### config.mk
export PLATFORM = sky130hd
export DESIGN_NAME = alu_issue_stage_flat
export DESIGN_NICKNAME = d
export VERILOG_FILES = /design/src/rtl/alu_pkg.sv /design/src/rtl/alu_issue_stage_if.sv /design/src/rtl/alu_issue_stage_cmd_fifo.sv /design/src/rtl/alu_issue_stage.sv /design/src/flat_wrapper.sv
export SDC_FILE = /design/constraint.sdc
export NUM_CORES = 1
export LEC_CHECK = 0
export ABC_CLOCK_PERIOD_IN_PS = 2300
export BUFFER_PORTS_ARGS = -buffer_cell sky130_fd_sc_hd__buf_2
export CAP_MARGIN = 20
export CORE_ASPECT_RATIO = 1.25
export CORE_MARGIN = 2
export CORE_UTILIZATION = 43
export CTS_BUF_LIST = sky130_fd_sc_hd__clkbuf_4 sky130_fd_sc_hd__clkbuf_8
export CTS_CLUSTER_DIAMETER = 60
export DETAILED_ROUTE_END_ITERATION = 8
export PLACE_DENSITY = 0.69
export SLEW_MARGIN = 5
export SYNTH_ARGS = -nofsm -noshare
export SYNTH_HDL_FRONTEND = slang
export SYNTH_HIERARCHICAL = 1
export SYNTH_SLANG_ARGS = --single-unit
### constraint.sdc
create_clock -name clk -period 2.3 [get_ports clk]
set_input_delay 0.23 -clock clk [delete_from_list [all_inputs] [get_ports clk]]
set_output_delay 0.23 -clock clk [all_outputs]
set_load 0.05 [all_outputs]
### src/rtl/alu_pkg.sv
// Shared types and constants for the ALU issue stage: func codes, FSM states,
// response flag layout and the command payload carried through the FIFO.
package alu_pkg;

    localparam int unsigned OPND_W = 4;
    localparam int unsigned FUNC_W = 3;
    localparam int unsigned FLAG_W = 4;

    localparam logic [FUNC_W-1:0] ADD = 3'b000;
    localparam logic [FUNC_W-1:0] SUB = 3'b001;
    localparam logic [FUNC_W-1:0] NOT = 3'b010;
    localparam logic [FUNC_W-1:0] AND = 3'b011;
    localparam logic [FUNC_W-1:0] OR  = 3'b100;
    localparam logic [FUNC_W-1:0] XOR = 3'b101;
    localparam logic [FUNC_W-1:0] LT  = 3'b110;
    localparam logic [FUNC_W-1:0] EQ  = 3'b111;

    localparam int unsigned FLG_OVF   = 3;
    localparam int unsigned FLG_CARRY = 2;
    localparam int unsigned FLG_ZERO  = 1;
    localparam int unsigned FLG_OUT   = 0;

    typedef enum logic [1:0] {
        IDLE = 2'd0,
        EXEC = 2'd1,
        RESP = 2'd2
    } state_t;

    typedef struct packed {
        logic [OPND_W-1:0] a;
        logic [OPND_W-1:0] b;
        logic [FUNC_W-1:0] func;
    } cmd_t;

    typedef struct packed {
        logic [OPND_W-1:0] result;
        logic [FLAG_W-1:0] flags;
    } rsp_t;

    // Keep only the flags that carry meaning for the op; the ALU zero tracks
    // the adder, so logic ops recompute zero from their own result.
    function automatic rsp_t mask_rsp(input logic [FUNC_W-1:0] func,
                                      input logic [OPND_W-1:0] result,
                                      input logic ovf,
                                      input logic carry,
                                      input logic zero,
                                      input logic out);
        rsp_t r;
        r.result = result;
        r.flags  = '0;
        case (func)
            ADD, SUB: begin
                r.flags[FLG_OVF]   = ovf;
                r.flags[FLG_CARRY] = carry;
                r.flags[FLG_ZERO]  = zero;
            end
            LT, EQ: begin
                r.result         = '0;
                r.flags[FLG_OUT] = out;
            end
            default: r.flags[FLG_ZERO] = (result == OPND_W'(0));
        endcase
        return r;
    endfunction

endpackage

### src/rtl/alu_issue_stage_if.sv
// Command, ALU-side and response signals of the issue stage, with the stage's
// view (slave) and its environment's view (master).
interface alu_issue_stage_if #(
    parameter int unsigned CNT_W = 8
);
    logic             cmd_valid;
    logic             cmd_ready;
    logic [3:0]       cmd_a;
    logic [3:0]       cmd_b;
    logic [2:0]       cmd_func;

    logic [3:0]       alu_a;
    logic [3:0]       alu_b;
    logic [2:0]       alu_func;
    logic [3:0]       alu_result;
    logic             alu_overflow;
    logic             alu_carry;
    logic             alu_zero;
    logic             alu_out;

    logic             rsp_valid;
    logic             rsp_ready;
    logic [3:0]       rsp_result;
    logic [3:0]       rsp_flags;
    logic [2:0]       rsp_func;
    logic [CNT_W-1:0] op_count;

    modport slave (
        input  cmd_valid, cmd_a, cmd_b, cmd_func,
        input  alu_result, alu_overflow, alu_carry, alu_zero, alu_out,
        input  rsp_ready,
        output cmd_ready, alu_a, alu_b, alu_func,
        output rsp_valid, rsp_result, rsp_flags, rsp_func, op_count
    );

    modport master (
        output cmd_valid, cmd_a, cmd_b, cmd_func,
        output alu_result, alu_overflow, alu_carry, alu_zero, alu_out,
        output rsp_ready,
        input  cmd_ready, alu_a, alu_b, alu_func,
        input  rsp_valid, rsp_result, rsp_flags, rsp_func, op_count
    );
endinterface

### src/rtl/alu_issue_stage_cmd_fifo.sv
// Command FIFO: DEPTH entries of cmd_t, registered full/empty, head visible
// combinationally so a pop can load the ALU operand registers directly.
module cmd_fifo
    import alu_pkg::*;
#(
    parameter int unsigned DEPTH = 4
) (
    input  logic clk,
    input  logic rst_n,
    input  logic push,
    input  cmd_t wdata,
    input  logic pop,
    output cmd_t head_c,
    output logic full,
    output logic empty
);
    localparam int unsigned PTR_W = (DEPTH > 1) ? $clog2(DEPTH) : 1;
    localparam int unsigned OCC_W = PTR_W + 1;

    cmd_t             mem [DEPTH];
    logic [PTR_W-1:0] wr_ptr;
    logic [PTR_W-1:0] rd_ptr;
    logic [OCC_W-1:0] count;
    logic [OCC_W-1:0] count_nxt;
    logic             do_push;
    logic             do_pop;

    assign do_push = push && !full;
    assign do_pop  = pop && !empty;
    assign head_c  = mem[rd_ptr];

    always_comb begin
        count_nxt = count;
        if (do_push && !do_pop) begin
            count_nxt = count + OCC_W'(1);
        end else if (!do_push && do_pop) begin
            count_nxt = count - OCC_W'(1);
        end
    end

    // Pointers wrap naturally because DEPTH is a power of two.
    always_ff @(posedge clk or negedge rst_n) begin
        if (!rst_n) begin
            wr_ptr <= '0;
            rd_ptr <= '0;
            count  <= '0;
            full   <= 1'b0;
            empty  <= 1'b1;
        end else begin
            if (do_push) wr_ptr <= wr_ptr + PTR_W'(1);
            if (do_pop)  rd_ptr <= rd_ptr + PTR_W'(1);
            count <= count_nxt;
            full  <= (count_nxt == OCC_W'(DEPTH));
            empty <= (count_nxt == OCC_W'(0));
        end
    end

    always_ff @(posedge clk) begin
        if (do_push) mem[wr_ptr] <= wdata;
    end

endmodule

### src/rtl/alu_issue_stage.sv
// Issue stage around the external 4-bit ALU: queues commands, drives registered
// operands, captures and masks the ALU outputs into a valid/ready response.
module alu_issue_stage
    import alu_pkg::*;
#(
    parameter int unsigned DEPTH = 4,
    parameter int unsigned CNT_W = 8
) (
    input logic              clk,
    input logic              rst_n,
    alu_issue_stage_if.slave bus
);
    state_t            state;
    state_t            state_nxt;
    cmd_t              cmd_in;
    cmd_t              head;
    logic              fifo_full;
    logic              fifo_empty;
    logic              push;
    logic              pop;
    logic              capture;
    logic              done;
    rsp_t              masked;

    logic [3:0]        alu_a;
    logic [3:0]        alu_b;
    logic [2:0]        alu_func;
    logic              rsp_valid;
    logic [3:0]        rsp_result;
    logic [3:0]        rsp_flags;
    logic [2:0]        rsp_func;
    logic [CNT_W-1:0]  op_count;

    always_comb begin
        cmd_in.a    = bus.cmd_a;
        cmd_in.b    = bus.cmd_b;
        cmd_in.func = bus.cmd_func;
    end

    assign push = bus.cmd_valid && !fifo_full;

    cmd_fifo #(.DEPTH(DEPTH)) u_cmd_fifo (
        .clk    (clk),
        .rst_n  (rst_n),
        .push   (push),
        .wdata  (cmd_in),
        .pop    (pop),
        .head_c (head),
        .full   (fifo_full),
        .empty  (fifo_empty)
    );

    always_ff @(posedge clk or negedge rst_n) begin
        if (!rst_n) state <= IDLE;
        else        state <= state_nxt;
    end

    always_comb begin
        state_nxt = state;
        case (state)
            IDLE:    if (!fifo_empty) state_nxt = EXEC;
            EXEC:    state_nxt = RESP;
            RESP:    if (bus.rsp_ready) state_nxt = fifo_empty ? IDLE : EXEC;
            default: state_nxt = IDLE;
        endcase
    end

    always_comb begin
        pop     = 1'b0;
        capture = 1'b0;
        done    = 1'b0;
        case (state)
            IDLE: pop = !fifo_empty;
            EXEC: capture = 1'b1;
            RESP: begin
                done = bus.rsp_ready;
                pop  = bus.rsp_ready && !fifo_empty;
            end
            default: ;
        endcase
    end

    assign masked = mask_rsp(alu_func, bus.alu_result, bus.alu_overflow,
                             bus.alu_carry, bus.alu_zero, bus.alu_out);

    // Operands only change on a pop so the ALU inputs stay quiet otherwise.
    always_ff @(posedge clk or negedge rst_n) begin
        if (!rst_n) begin
            alu_a      <= '0;
            alu_b      <= '0;
            alu_func   <= '0;
            rsp_valid  <= 1'b0;
            rsp_result <= '0;
            rsp_flags  <= '0;
            rsp_func   <= '0;
            op_count   <= '0;
        end else begin
            if (pop) begin
                alu_a    <= head.a;
                alu_b    <= head.b;
                alu_func <= head.func;
            end
            if (capture) begin
                rsp_valid  <= 1'b1;
                rsp_result <= masked.result;
                rsp_flags  <= masked.flags;
                rsp_func   <= alu_func;
            end else if (done) begin
                rsp_valid <= 1'b0;
            end
            if (done) op_count <= op_count + CNT_W'(1);
        end
    end

    assign bus.cmd_ready  = !fifo_full;
    assign bus.alu_a      = alu_a;
    assign bus.alu_b      = alu_b;
    assign bus.alu_func   = alu_func;
    assign bus.rsp_valid  = rsp_valid;
    assign bus.rsp_result = rsp_result;
    assign bus.rsp_flags  = rsp_flags;
    assign bus.rsp_func   = rsp_func;
    assign bus.op_count   = op_count;

endmodule

### src/flat_wrapper.sv
// flat-port wrapper written by rule: the top's interface ports become plain ports
module alu_issue_stage_flat import alu_pkg::*;
#(
    parameter int unsigned DEPTH = 4,
    parameter int unsigned CNT_W = 8
)
  (clk, rst_n, bus_cmd_valid, bus_cmd_a, bus_cmd_b, bus_cmd_func, bus_alu_result, bus_alu_overflow, bus_alu_carry, bus_alu_zero, bus_alu_out, bus_rsp_ready, bus_cmd_ready, bus_alu_a, bus_alu_b, bus_alu_func, bus_rsp_valid, bus_rsp_result, bus_rsp_flags, bus_rsp_func, bus_op_count);
  alu_issue_stage_if #(.CNT_W(CNT_W)) bus_i ();
  input logic clk;
  input logic rst_n;
  input wire logic [$bits(bus_i.cmd_valid)-1:0] bus_cmd_valid;
  input wire logic [$bits(bus_i.cmd_a)-1:0] bus_cmd_a;
  input wire logic [$bits(bus_i.cmd_b)-1:0] bus_cmd_b;
  input wire logic [$bits(bus_i.cmd_func)-1:0] bus_cmd_func;
  input wire logic [$bits(bus_i.alu_result)-1:0] bus_alu_result;
  input wire logic [$bits(bus_i.alu_overflow)-1:0] bus_alu_overflow;
  input wire logic [$bits(bus_i.alu_carry)-1:0] bus_alu_carry;
  input wire logic [$bits(bus_i.alu_zero)-1:0] bus_alu_zero;
  input wire logic [$bits(bus_i.alu_out)-1:0] bus_alu_out;
  input wire logic [$bits(bus_i.rsp_ready)-1:0] bus_rsp_ready;
  output wire logic [$bits(bus_i.cmd_ready)-1:0] bus_cmd_ready;
  output wire logic [$bits(bus_i.alu_a)-1:0] bus_alu_a;
  output wire logic [$bits(bus_i.alu_b)-1:0] bus_alu_b;
  output wire logic [$bits(bus_i.alu_func)-1:0] bus_alu_func;
  output wire logic [$bits(bus_i.rsp_valid)-1:0] bus_rsp_valid;
  output wire logic [$bits(bus_i.rsp_result)-1:0] bus_rsp_result;
  output wire logic [$bits(bus_i.rsp_flags)-1:0] bus_rsp_flags;
  output wire logic [$bits(bus_i.rsp_func)-1:0] bus_rsp_func;
  output wire logic [$bits(bus_i.op_count)-1:0] bus_op_count;
  assign bus_i.cmd_valid = bus_cmd_valid;
  assign bus_i.cmd_a = bus_cmd_a;
  assign bus_i.cmd_b = bus_cmd_b;
  assign bus_i.cmd_func = bus_cmd_func;
  assign bus_i.alu_result = bus_alu_result;
  assign bus_i.alu_overflow = bus_alu_overflow;
  assign bus_i.alu_carry = bus_alu_carry;
  assign bus_i.alu_zero = bus_alu_zero;
  assign bus_i.alu_out = bus_alu_out;
  assign bus_i.rsp_ready = bus_rsp_ready;
  assign bus_cmd_ready = bus_i.cmd_ready;
  assign bus_alu_a = bus_i.alu_a;
  assign bus_alu_b = bus_i.alu_b;
  assign bus_alu_func = bus_i.alu_func;
  assign bus_rsp_valid = bus_i.rsp_valid;
  assign bus_rsp_result = bus_i.rsp_result;
  assign bus_rsp_flags = bus_i.rsp_flags;
  assign bus_rsp_func = bus_i.rsp_func;
  assign bus_op_count = bus_i.op_count;
  alu_issue_stage #(.DEPTH(DEPTH), .CNT_W(CNT_W)) u_core (.clk(clk), .rst_n(rst_n), .bus(bus_i));
endmodule
# After elaboration in Yosys (flattened, before gate mapping)
# Memory sizes are Yosys's and may differ from the RTL's. A register that Yosys moved wholly into a read port is not among the register bits.
# Index checks and enable logic that the tools add are counted.
dict set report word_totals {
  register_bits 31
  ramBits 44
  wordCells 61
  memories 1
}
dict set report classes {
  n_addsub 5
  eq_ne 8
  mux 17
  reduce_logical 19
}
# memory words width read_ports rd_ports_with_merged_regs wr line
set mem_list {}
lappend mem_list {u_core.u_cmd_fifo.mem 4 11 1 1 1 alu_issue_stage_cmd_fifo.sv:20} ;# cmd_t mem [DEPTH];
# op n
set op_table {}
lappend op_table {{equality test 3 bit, second input constant} 3}
lappend op_table {{adder 8 x 1 -> 8 bit, second input constant} 1}
lappend op_table {{two-way mux 1 bit} 8}
lappend op_table {{logical AND 1 bit} 6}
lappend op_table {{logical NOT 3 bit} 2}
lappend op_table {{two-way mux 2 bit} 3}
lappend op_table {{two-way mux 3 bit} 2}
lappend op_table {{case mux 2 bit (3 select lines)} 1}
lappend op_table {{logical NOT 1 bit} 5}
lappend op_table {{adder 2 x 1 -> 2 bit, second input constant} 2}
lappend op_table {{logical NOT 4 bit} 1}
lappend op_table {{two-way mux 4 bit} 1}
lappend op_table {{inequality test 2 bit, second input constant} 2}
lappend op_table {{case mux 1 bit (2 select lines)} 2}
lappend op_table {{OR reduction 2 bit} 2}
lappend op_table {{adder 3 x 1 -> 3 bit, second input constant} 1}
lappend op_table {{equality test 3 x 1 -> 1 bit, second input constant} 1}
lappend op_table {{subtractor 3 x 1 -> 3 bit, second input constant} 1}
lappend op_table {{equality test 2 x 1 -> 1 bit, second input constant} 1}
lappend op_table {{equality test 2 bit, second input constant} 1}
lappend op_table {{logical NOT 2 bit} 1}
lappend op_table {{AND reduction 2 bit} 1}
lappend op_table {{nonzero test 2 bit} 1}

# Longest topological paths before layout
# Gate-level depths: netlist (run 1).
dict set report logic_depth {
  ltp_word 8
  mapped_depth 7
}

# By module
# Netlist (run 1), hierarchy kept.
# module n_inst cells_each area_per_inst_um2 seq_area_each_um2
set modules_own_cells {}
lappend modules_own_cells {cmd_fifo 1 109 2134.5 1547.7}
lappend modules_own_cells {alu_issue_stage 1 98 1383.8 825.8}

# Worst setup path after synthesis (run 1)
# No wires, ideal clock.
dict set report synth_timing {
  kind {register -> register}
  from {reg u_core.state[1]}
  to {reg u_core.u_cmd_fifo.full}
  setup_time_ns 0.087
  arrival_ns 1.773
  path_slack_ns 0.440
  stages_incl_launch_ff 7
  path_buffers 1
  period_less_slack_ns 1.860
  cell_sequence {dfrtp_1 -> a211oi_4 -> buf_12 -> and2b_1 -> nor2_1 -> or4_4 -> a211oi_2}
}
dict set report synth_via {
  elab_chain_len 7
  word_cells_on_any_way 10
  cone_classes {eq/ne: 2; mux: 3; reduce/logical: 5}
}
# element line
set synth_rtl {}
lappend synth_rtl {{from (decl)} alu_issue_stage.sv:13} ;# state_t state;
lappend synth_rtl {{from (signal assigned)} alu_issue_stage.sv:55} ;# else state <= state_nxt;
lappend synth_rtl {{equality test 2 bit or logical NOT 2 bit (tied branches)} alu_issue_stage.sv:72} ;# case (state)
lappend synth_rtl {{case mux 1 bit (2 select lines) (*)} alu_issue_stage.sv:72}
lappend synth_rtl {{named net u_core.pop} alu_issue_stage.sv:20} ;# logic pop;
lappend synth_rtl {{logical AND 1 bit (*)} alu_issue_stage_cmd_fifo.sv:29} ;# assign do_pop = pop && !empty;
lappend synth_rtl {{logical AND 1 bit or logical NOT 1 bit (tied branches)} {alu_issue_stage_cmd_fifo.sv:36, alu_issue_stage_cmd_fifo.sv:34}}
lappend synth_rtl {{two-way mux 3 bit or logical AND 1 bit (tied branches)} {alu_issue_stage_cmd_fifo.sv:36, alu_issue_stage_cmd_fifo.sv:34}}
lappend synth_rtl {{two-way mux 3 bit (*)} alu_issue_stage_cmd_fifo.sv:34} ;# if (do_push && !do_pop) begin
lappend synth_rtl {{equality test 3 bit (*)} alu_issue_stage_cmd_fifo.sv:53} ;# full <= (count_nxt == OCC_W'(DEPTH));
lappend synth_rtl {{to (signal assigned)} alu_issue_stage_cmd_fifo.sv:53}
lappend synth_rtl {{to (decl)} alu_issue_stage_cmd_fifo.sv:14} ;# output logic full,
# Mark *: on every way through the listed nets, which the timed path passes. The rest lies on a longest branch.
# A chain may end at the register's enable or synchronous reset.

# Worst setup path after layout (run 1)
dict set report layout_timing {
  from {reg u_core.state[1]}
  to {reg u_core.u_cmd_fifo.full}
}
dict set report layout_via {
  elab_chain_len 7
  word_cells_on_any_way 10
  cone_classes {eq/ne: 2; mux: 3; reduce/logical: 5}
}
# element line
set layout_rtl {}
lappend layout_rtl {{equality test 2 bit or logical NOT 2 bit (tied branches)} alu_issue_stage.sv:72}
lappend layout_rtl {{case mux 1 bit (2 select lines) (*)} alu_issue_stage.sv:72}
lappend layout_rtl {{logical AND 1 bit (*)} alu_issue_stage_cmd_fifo.sv:29}
lappend layout_rtl {{logical AND 1 bit or logical NOT 1 bit (tied branches)} {alu_issue_stage_cmd_fifo.sv:36, alu_issue_stage_cmd_fifo.sv:34}}
lappend layout_rtl {{two-way mux 3 bit or logical AND 1 bit (tied branches)} {alu_issue_stage_cmd_fifo.sv:36, alu_issue_stage_cmd_fifo.sv:34}}
lappend layout_rtl {{two-way mux 3 bit (*)} alu_issue_stage_cmd_fifo.sv:34}
lappend layout_rtl {{equality test 3 bit (*)} alu_issue_stage_cmd_fifo.sv:53}
# Mark *: on every way between the ends. The rest lies on a longest branch, timed or not.

==> results of run 1 <==
state kept, by name, summed over array words and instances (netlist names):
name	flops
u_core/u_cmd_fifo/mem	44
u_core/bus.op_count	8
u_core/bus.alu_a	4
u_core/bus.alu_b	4
u_core/bus.rsp_flags	4
u_core/bus.rsp_result	4
u_core/bus.alu_func	3
u_core/bus.rsp_func	3
u_core/u_cmd_fifo/count	3
u_core/state	2
u_core/u_cmd_fifo/rd_ptr	2
u_core/u_cmd_fifo/wr_ptr	2
u_core/bus.rsp_valid	1
u_core/u_cmd_fifo/empty	1
u_core/u_cmd_fifo/full	1
power groups by stage:
| stage | clock network, mW | registers, mW | logic [mW] |
|---|---|---|---|
| floorplan | 0 | 3.24 | 1.34 |
| global placement | 0 | 2.48 | 2.61 |
| detailed placement | 0 | 2.49 | 2.64 |
| CTS | 1.20 | 2.47 | 2.65 |
| global route | 1.28 | 2.52 | 2.80 |
| finish | 1.17 | 2.46 | 2.62 |
worst paths after layout:
check	to	slack [ns]	cells after the start
worst max-delay path	u_core/u_cmd_fifo/full$_DFF_PN0_	0.51	5
worst min-delay path	u_core/u_cmd_fifo/mem[2][5]$_DFFE_PP_	0.09	1
worst max register to register	u_core/u_cmd_fifo/full$_DFF_PN0_	0.51	5
worst min register to register	u_core/bus.op_count[7]$_DFFE_PN0P_	0.47	1
max in group asynchronous	u_core/bus.op_count[3]$_DFFE_PN0P_	1.25	3
min in group asynchronous	u_core/bus.alu_b[2]$_DFFE_PN0P_	0.45	2
logic make-up (layout without fill, tap and decap cells):
family          count (synthesis)  in the layout  share of synthesized area (%)
mux                            26             26                           12.8
flops                          86             86                           67.5
compound gates                 19             19                           4.41
fa+ha+maj                       7              7                           2.49
buf+inv                        13             82                           2.17
xor+xnor                       12             12                           2.99
simple gates                   44             44                           7.68
per-layer routing:
| metal | vias up | track usage, % |
|---|---|---|
| li1 | 893 | - |
| met1 | 976 | 18.2 |
| met2 | 55 | 21.9 |
| met3 | 6 | 3.32 |
| met4 | 0 | 6.69 |
| met5 | - | 0 |
per-stage QoR:
step,util (%),instances,setup slack (ns),total power [mW]
finish,52.3,371,0.511,6.24
detailed placement,49.3,354,0.555,5.13
CTS,52.3,371,0.503,6.32
global route,52.3,371,0.400,6.60
floorplan,-,207,0.440,4.58
global placement,49.3,354,0.591,5.09
layout make-up:
cell class	count	area share [%]
flip-flops and latches	86	57.6
clock inverters	5	2.03
repair buffers	59	7.53
clock buffers	11	3.37
inverters	7	0.638
well taps	95	2.88
multi-input cells	108	25.9
cell usage in the layout, fill, tap and decap left out, types with 7 or more instances in the layout:
master	n
xnor2_1	8
ha_1	7
clkbuf_8	9
mux4_2	11
dfrtp_1	41
edfxtp_1	44
mux2_4	9
buf_2	54
==> impl_metrics.yaml, run 1 <==
status:
  status: "completed"
worst_setup_path:
  r2r_start: "u_core/state[1]$_DFFE_PN0P_"
  cp_slowest_cell: "dfrtp_1"
  worstPathMaxFanout: 6
  cp-end-kind: "register"
  slowest_delay_ns: 0.46
  start_kind: "register"
  cp.arrival_ns: 2.05
  cp_top_family: "simple AND/OR/NAND/NOR gates"
  crit_buf_inv: 0
  path_cells: "a211oi_4 -> and2b_1 -> nor2_1 -> or4_4 -> a211oi_2"
  worstSetupStartpoint: "u_core/state[1]$_DFFE_PN0P_"
  cp_data_required_time_ns: 2.56
  crit_type: "reg2reg"
drt:
  wl_met3_um: 255
  drc: 0
  dr.max_layer_used: "met4"
  viasPerCell: 5.20
  routedWlPerCell_um: 15.8
  ant_nets: 0
  vias: 1930
  met1Wirelength_um: 2730
  drt-pass1-iter-count: 4
  drt-total-wl_um: 5860
  wl_met2_um: 2770
  initialDrtViolationCount: 56
synth:
  synthesis.instances: 207
  synthDistinctLibCells: 44
  yosys_warnings: 6
  synthTopCellsByArea: "edfxtp_1, dfrtp_1, mux4_2"
  synth.most_common_cell: "edfxtp_1"
  synth_area_um2: 3520
  syn_nets: 237
  synth_seq_cells: 86
  synth-main-ff-cell: "edfxtp_1"
  synth_top_area_cell: "edfxtp_1"
  synth_top_area_share_pct: 37.6
  avgSynthCellArea_um2: 17.0
  synth-async-reset-ratio_pct: 48.8
  synth_seq_area_share_pct: 67.5
  ys_top_cells_by_count: "edfxtp_1, dfrtp_1, mux4_2"
  synth_edf_count: 44
global_routing:
  grt_max_degree: 28
  gr-usage-all-layers_pct: 14.0
  antenna_found_initial: 0
  grt_pass1_vias: 1910
  grt-ovfl-total: 0
  grt_pass1_wl_um: 9410
final_layout:
  insertedDiodeCount: 0
  finalInstanceArea_um2: 4120
  synthToLayoutAreaGrowth_pct: 17.1
  multiInputGateArea_um2: 1070
  n_fill_cell: 641
  regArea_um2: 2370
  nets: 301
  drive_gt1_share_pct: 40.9
die:
  fp.dieH_um: 105
  design.die.area_um2: 8930
  ios: 55
  dieWidth_um: 84.9
  rows: 36
  core_um2: 7880
  start_util_pct: 44.6
placement:
  place_hpwl_um: 3860
  port-buffer-count: 54
  place.gp.congestion: 0.834
  place_area_um2: 3890
timing:
  fmax_ghz: 0.559
  setup_violations: 0
  fin_hold_ws_ns: 0.0926
  fin_crit_ns: 1.79
  maxSlewViolCount: 0
  final_hold_viol_count: 0
  post-route-period-util_pct: 77.8
  max_slew_margin_pct: 55.2
  grt_setup_unrepaired: "false"
  finalSetupTns_ns: 0
  skew_ns: 0.0129
  tightest_slew_ns: 0.672
cts:
  clk_pin_slew_ns: 0.09
  post_cts_resized: 0
  clk_latency_ns: 0.35
  cts_made_buffers: 9
  htreeDepth: 3
  cts_hold_buffers: 1
  clockBufferDepth: 2
  clock_sink_count: 86
  cts_tree: "yes"
  cts_root_buffer: "clkbuf_8"
  cts_setup_buffers: 0
power_and_ir_drop:
  leakage_nw: 1.72
  p_switching_mw: 2.48
  seq_power_share_pct: 39.3
  cellPowerDensity_nw_per_um2: 1510
  p_sw_share_pct: 39.8
  combinationalPowerShare_pct: 41.9
  max-vdd-ir-drop_mv: 1.07
  p_clk_share_pct: 18.7
  p_int_mw: 3.76
worst_hold_path:
  hold_start: "bus_cmd_b[2]"
  hold_class: "in2reg"
flow_run:
  drv_cap: 0
(Power assumes the default switching activity.)
==> run 2: changes to the inputs <==
Settings changed: ABC_AREA from default to 1, ABC_CLOCK_PERIOD_IN_PS 2300 to 1700.
Clock period 2.3 ns to 1.7 ns, I/O delays scaled along.
==> run 2 against run 1 <==
- die area up 3.8%
- cell area up 4.0%
- wire length up 19%
- hold slack worse by 0.068 ns
- critical path type unchanged
- sequential power up 33%
- maximum frequency up 17%
- synthesized cell count grew 70%
- largest power group unchanged
- register-to-register slack worse by 0.33 ns
==> impl_metrics.yaml, run 2 <==
status:
  status: "completed"
placement:
  port-buffer-count: 54
  place.gp.congestion: 0.876
  place_hpwl_um: 4910
  preCtsSetupSlack_ns: 0.181
global_routing:
  gr-usage-all-layers_pct: 16.5
  grt-ovfl-total: 0
  antenna_found_initial: 0
  grt_max_degree: 43
  grt_pass1_wl_um: 11800
  grt_pass1_vias: 2568
synth:
  syn_nets: 382
  synth_seq_area_share_pct: 64.9
  synth_top_area_cell: "edfxtp_1"
  synthTopCellsByArea: "edfxtp_1, dfrtp_1, nand2_1"
  synth_seq_cells: 86
  synthesis.instances: 352
  ys_top_cells_by_count: "nand2_1, edfxtp_1, dfrtp_1"
  synth-async-reset-ratio_pct: 48.8
  synth.most_common_cell: "nand2_1"
  synthDistinctLibCells: 24
  yosys_warnings: 6
  synth_area_um2: 3660
  synth_edf_count: 44
  avgSynthCellArea_um2: 10.4
  synth_top_area_share_pct: 36.1
  synth-main-ff-cell: "edfxtp_1"
power_and_ir_drop:
  cellPowerDensity_nw_per_um2: 2050
  max-vdd-ir-drop_mv: 0.713
  leakage_nw: 2.00
final_layout:
  final_common_cell: "nand2_1"
  synthToLayoutAreaGrowth_pct: 17.1
  insertedDiodeCount: 0
  regMostFlops: "u_core/u_cmd_fifo/mem"
  largestRegisters: "u_core/u_cmd_fifo/mem x44, u_core/bus.op_count x8"
  nets: 450
  n_fill_cell: 768
  drive_gt1_share_pct: 23.5
  mostFrequentLayoutCells: "nand2_1, buf_2, edfxtp_1, dfrtp_1, nor2_1"
  largest_register_ffs: 44
timing:
  maxSlewViolCount: 0
  fmax_ghz: 0.657
  setup_violations: 0
  setup_slack_ns: 0.177
  fin_crit_ns: 1.52
  post-route-period-util_pct: 89.6
  finalSetupTns_ns: 0
  skew_ns: 0.00769
  max_slew_margin_pct: 65.0
  tightest_slew_ns: 0.525
  final_hold_viol_count: 0
  grt_setup_unrepaired: "false"
worst_setup_path:
  start_kind: "register"
  cp_slowest_cell: "dfrtp_1"
  slowest_delay_ns: 0.44
  cp.arrival_ns: 1.78
  path_cells: "nor2_1 -> inv_2 -> nor2_4 -> nand2_4 -> nand2_1 -> nand2_1 -> nand2_2 -> inv_2 -> nand2_2 -> nor2_1"
  worstPathMaxFanout: 5
  cp-end-kind: "register"
  crit_type: "reg2reg"
  cp_data_required_time_ns: 1.96
drt:
  drt-pass1-iter-count: 4
  drc: 0
  initialDrtViolationCount: 190
  drt-total-wl_um: 7000
  routedWlPerCell_um: 13.4
  viasPerCell: 4.94
  vias: 2578
  ant_nets: 0
die:
  start_util_pct: 44.4
  core_um2: 8240
  rows: 37
  fp.dieH_um: 107
  ios: 55
  design.die.area_um2: 9270
  dieWidth_um: 86.5
cts:
  cts_root_buffer: "clkbuf_8"
  cts_setup_buffers: 0
  cts_tree: "yes"
  clk_latency_ns: 0.36
  clock_sink_count: 86
  post_cts_resized: 0
  clk_pin_slew_ns: 0.09
  cts_made_buffers: 9
  clockBufferDepth: 2
  htreeDepth: 3
flow_run:
  drv_cap: 0
worst_hold_path:
  hold_class: "in2reg"
==> run 2: changes by cell type after synthesis, sizes merged, moves of 5 or more <==
cell,delta
a22o,-6
inv,+34
mux2,-15
mux4,-11
nand2,+89
nand3,+10
nor2,+34
nor3,-5
o21ai,+33
o22ai,+11
xnor2,-7
==> run 2: metrics by stage <==
step	cell area, µm²	utilization, %	std cells	total power, mW	hold slack (ns)
floorplan	3660	-	352	6.38	-0.126
CTS	4290	52.0	522	8.85	0.0175
detailed placement	4090	49.6	505	7.48	0.273
global route	4290	52.0	522	9.41	0.0217
global placement	4090	49.6	505	7.34	0.269
finish	4290	52.0	522	8.77	0.0242
==> run 2: repair_timing <==
item / in CTS / in global routing
hold buffers: 1 / 0
setup endpoints to repair: 0 / 0
hold endpoints to repair: 41 / 0
==> run 2: cell type report <==
class / instances / area, µm² / share of cell area (%)
clock buffers: 9 / 124 / 2.89
clock inverters: 7 / 65.1 / 1.52
inverters: 41 / 154 / 3.59
multi-input cells: 216 / 1080 / 25.3
flip-flops and latches: 86 / 2370 / 55.4
well taps: 97 / 121 / 2.83
repair buffers: 66 / 363 / 8.47
==> run 2: worst max-delay path: cells and delay by family, from the launching register on <==
family,cells,cell delay (ns)
buf+inv,2,0.12
simple gates,8,0.88
flops,1,0.44
==> run 2: kinds of logic (layout without fill, tap and decap cells) <==
| family | after synthesis | after routing | synth area share (%) |
|---|---|---|---|
| flops | 86 | 86 | 64.9 |
| buf+inv | 50 | 123 | 5.47 |
| fa+ha+maj | 7 | 7 | 2.39 |
| compound gates | 50 | 50 | 7.66 |
| simple gates | 152 | 152 | 17.9 |
| xor+xnor | 7 | 7 | 1.68 |
==> run 2: worst paths after layout <==
| kind | end | start | slack (ns) | depth (start not counted) |
|---|---|---|---|---|
| max reg2reg | u_core/u_cmd_fifo/full$_DFF_PN0_ | u_core/u_cmd_fifo/full$_DFF_PN0_ | 0.18 | 10 |
| min reg2reg | u_core/bus.alu_b[0]$_DFFE_PN0P_ | u_core/bus.alu_b[0]$_DFFE_PN0P_ | 0.48 | 2 |
| min in group asynchronous | u_core/bus.rsp_result[3]$_DFFE_PN0P_ | rst_n | 0.40 | 3 |
| max | u_core/u_cmd_fifo/full$_DFF_PN0_ | u_core/u_cmd_fifo/full$_DFF_PN0_ | 0.18 | 10 |
| max in group asynchronous | u_core/u_cmd_fifo/empty$_DFF_PN1_ | rst_n | 0.92 | 3 |
| min | u_core/u_cmd_fifo/mem[3][3]$_DFFE_PP_ | bus_cmd_b[0] | 0.02 | 1 |
==> run 2: power by group <==
group          total (mW)  leakage, nW  internal, mW  switching [mW]
clock                1.34       0.0878         0.565           0.779
sequential           3.28        0.925          2.92           0.365
combinational        4.14        0.988          1.15            2.99
total                8.77         2.00          4.63            4.13
==> run 2: layer usage <==
layer,vias up,share of wire [%],track usage (%)
met5,-,0,0
met4,0,3.2,8.04
met3,20,3.8,3.46
met2,65,49,27.5
met1,1206,44,20.1
li1,1287,-,-
==> run 3: changes to the inputs <==
Settings changed: ABC_CLOCK_PERIOD_IN_PS 1700 to 1800.
Clock period 1.7 ns to 1.8 ns, I/O delays scaled along.
==> run 3 against run 2 <==
- setup slack better by 0.094 ns
- largest cell class unchanged
- clock power up 9.7%
- critical endpoint unchanged
- first-iteration DRC count down 31%
==> impl_metrics.yaml, run 3 (synthesis results as in run 2) <==
power_and_ir_drop:
  max-vdd-ir-drop_mv: 0.649
  leakage_nw: 2.02
  power_mw: 8.42
  cellPowerDensity_nw_per_um2: 1950
cts:
  clockBufferDepth: 2
  clk_pin_slew_ns: 0.08
  cts_hold_buffers: 1
  post_cts_resized: 0
  cts_tree: "yes"
  cts_root_buffer: "clkbuf_8"
  cts_setup_buffers: 0
  cts_made_buffers: 9
  clock_sink_count: 86
  htreeDepth: 3
  clk_latency_ns: 0.35
timing:
  fmax_ghz: 0.654
  finalSetupTns_ns: 0
  grt_setup_unrepaired: "false"
  skew_ns: 0.00504
  maxSlewViolCount: 0
  tightest_slew_ns: 0.534
  max_slew_margin_pct: 64.4
  fin_hold_ws_ns: 0.0426
  final_hold_viol_count: 0
  setup_violations: 0
  fin_crit_ns: 1.53
  post-route-period-util_pct: 84.9
final_layout:
  instances_no_fill: 521
  drive_gt1_share_pct: 23.1
  n_fill_cell: 754
  synthToLayoutAreaGrowth_pct: 17.8
  nets: 449
  regMostFlops: "u_core/u_cmd_fifo/mem"
  final_common_cell: "nand2_1"
  largestRegisters: "u_core/u_cmd_fifo/mem x44, u_core/bus.op_count x8"
  insertedDiodeCount: 0
  largest_register_ffs: 44
  regArea_um2: 2370
  mostFrequentLayoutCells: "nand2_1, buf_2, edfxtp_1, dfrtp_1, nor2_1"
  multiInputGateArea_um2: 1080
worst_setup_path:
  crit_buf_inv: 3
  cp_top_family: "flip-flops"
  start_kind: "register"
  r2r_setup_slack_ns: 0.27
  worstPathMaxFanout: 10
  worstSetupStartpoint: "u_core/u_cmd_fifo/empty$_DFF_PN1_"
  cp.arrival_ns: 1.81
  cp_common_cell: "inv_2"
  cp_slowest_cell: "dfstp_2"
  cp_data_required_time_ns: 2.08
  cp-end-kind: "register"
  slowest_delay_ns: 0.58
  path_cells: "nor2_1 -> o21ai_4 -> inv_2 -> inv_2 -> nor2_4 -> nand2_4 -> nand2_1 -> nand2_1 -> nand2_2 -> inv_2 -> nand2_2 -> nor2_1"
  r2r_start: "u_core/u_cmd_fifo/empty$_DFF_PN1_"
  crit_type: "reg2reg"
drt:
  vias: 2562
  drc: 0
  initialDrtViolationCount: 131
  drt-pass1-iter-count: 4
  drt-total-wl_um: 6930
  routedWlPerCell_um: 13.3
  viasPerCell: 4.92
  ant_nets: 0
placement:
  place_hpwl_um: 4830
  place_inst: 504
  port-buffer-count: 54
  place.gp.congestion: 0.786
global_routing:
  grt-ovfl-total: 0
  use_met1_pct: 20.6
  grt_max_degree: 43
  grt_pass1_wl_um: 11700
  grtUsageMet2_pct: 25.7
  met3_usage_pct: 3.93
  antenna_found_initial: 0
  grt.busiest_layer: "met2"
  grt_pass1_vias: 2448
  gr-usage-all-layers_pct: 16.2
status:
  status: "completed"
die:
  dieWidth_um: 86.5
  ios: 55
  rows: 37
  fp.dieH_um: 107
  core_um2: 8240
  design.die.area_um2: 9270
  start_util_pct: 44.4
worst_hold_path:
  hold_class: "in2reg"
  hold_start: "bus_cmd_a[3]"
flow_run:
  drv_cap: 0
[run 3: report_power, final]
group / switching [mW] / internal (mW)
clock network: 0.687 / 0.786
logic: 2.75 / 1.06
registers: 0.381 / 2.76
total: 3.82 / 4.61
[run 3: metal layers]
layer	wire, µm	part of all wire (%)
met5	0	0
met4	238	3.4
met3	301	4.3
met2	3280	47
met1	3110	45
[run 3: area by class of cell]
cell class | instances | share of cell area [%]
clock buffer | 9 | 2.87
tap | 97 | 2.82
clock inverter | 7 | 2.26
timing repair buffer | 65 | 8.24
sequential | 86 | 55.1
inverter | 41 | 3.57
multi-input combinational | 216 | 25.2
[run 3: per-stage QoR]
stage	utilization, %	cell area, µm²	setup slack, ns
after floorplan	-	3660	0.139
final	52.3	4310	0.271
after global routing	52.3	4310	0.117
after CTS	52.3	4310	0.254
after detailed placement	49.5	4080	0.267
after global placement	49.5	4080	0.336
[run 3: final timing paths]
path / end / cells after the start
worst max-delay path: u_core/u_cmd_fifo/full$_DFF_PN0_ / 12
worst min-delay path: u_core/u_cmd_fifo/mem[2][10]$_DFFE_PP_ / 1
worst max register to register: u_core/u_cmd_fifo/full$_DFF_PN0_ / 12
worst min register to register: u_core/bus.rsp_result[3]$_DFFE_PN0P_ / 2
max in group asynchronous: u_core/u_cmd_fifo/empty$_DFF_PN1_ / 3
min in group asynchronous: u_core/bus.rsp_result[3]$_DFFE_PN0P_ / 3
[run 3: worst register-to-register path, delay by kind of cell (launching register included)]
family | cells | cell delay (ns)
DFF | 1 | 0.58
and+or+nand+nor | 8 | 0.53
AOI/OAI and AO/OA | 1 | 0.12
buffers and inverters | 3 | 0.24
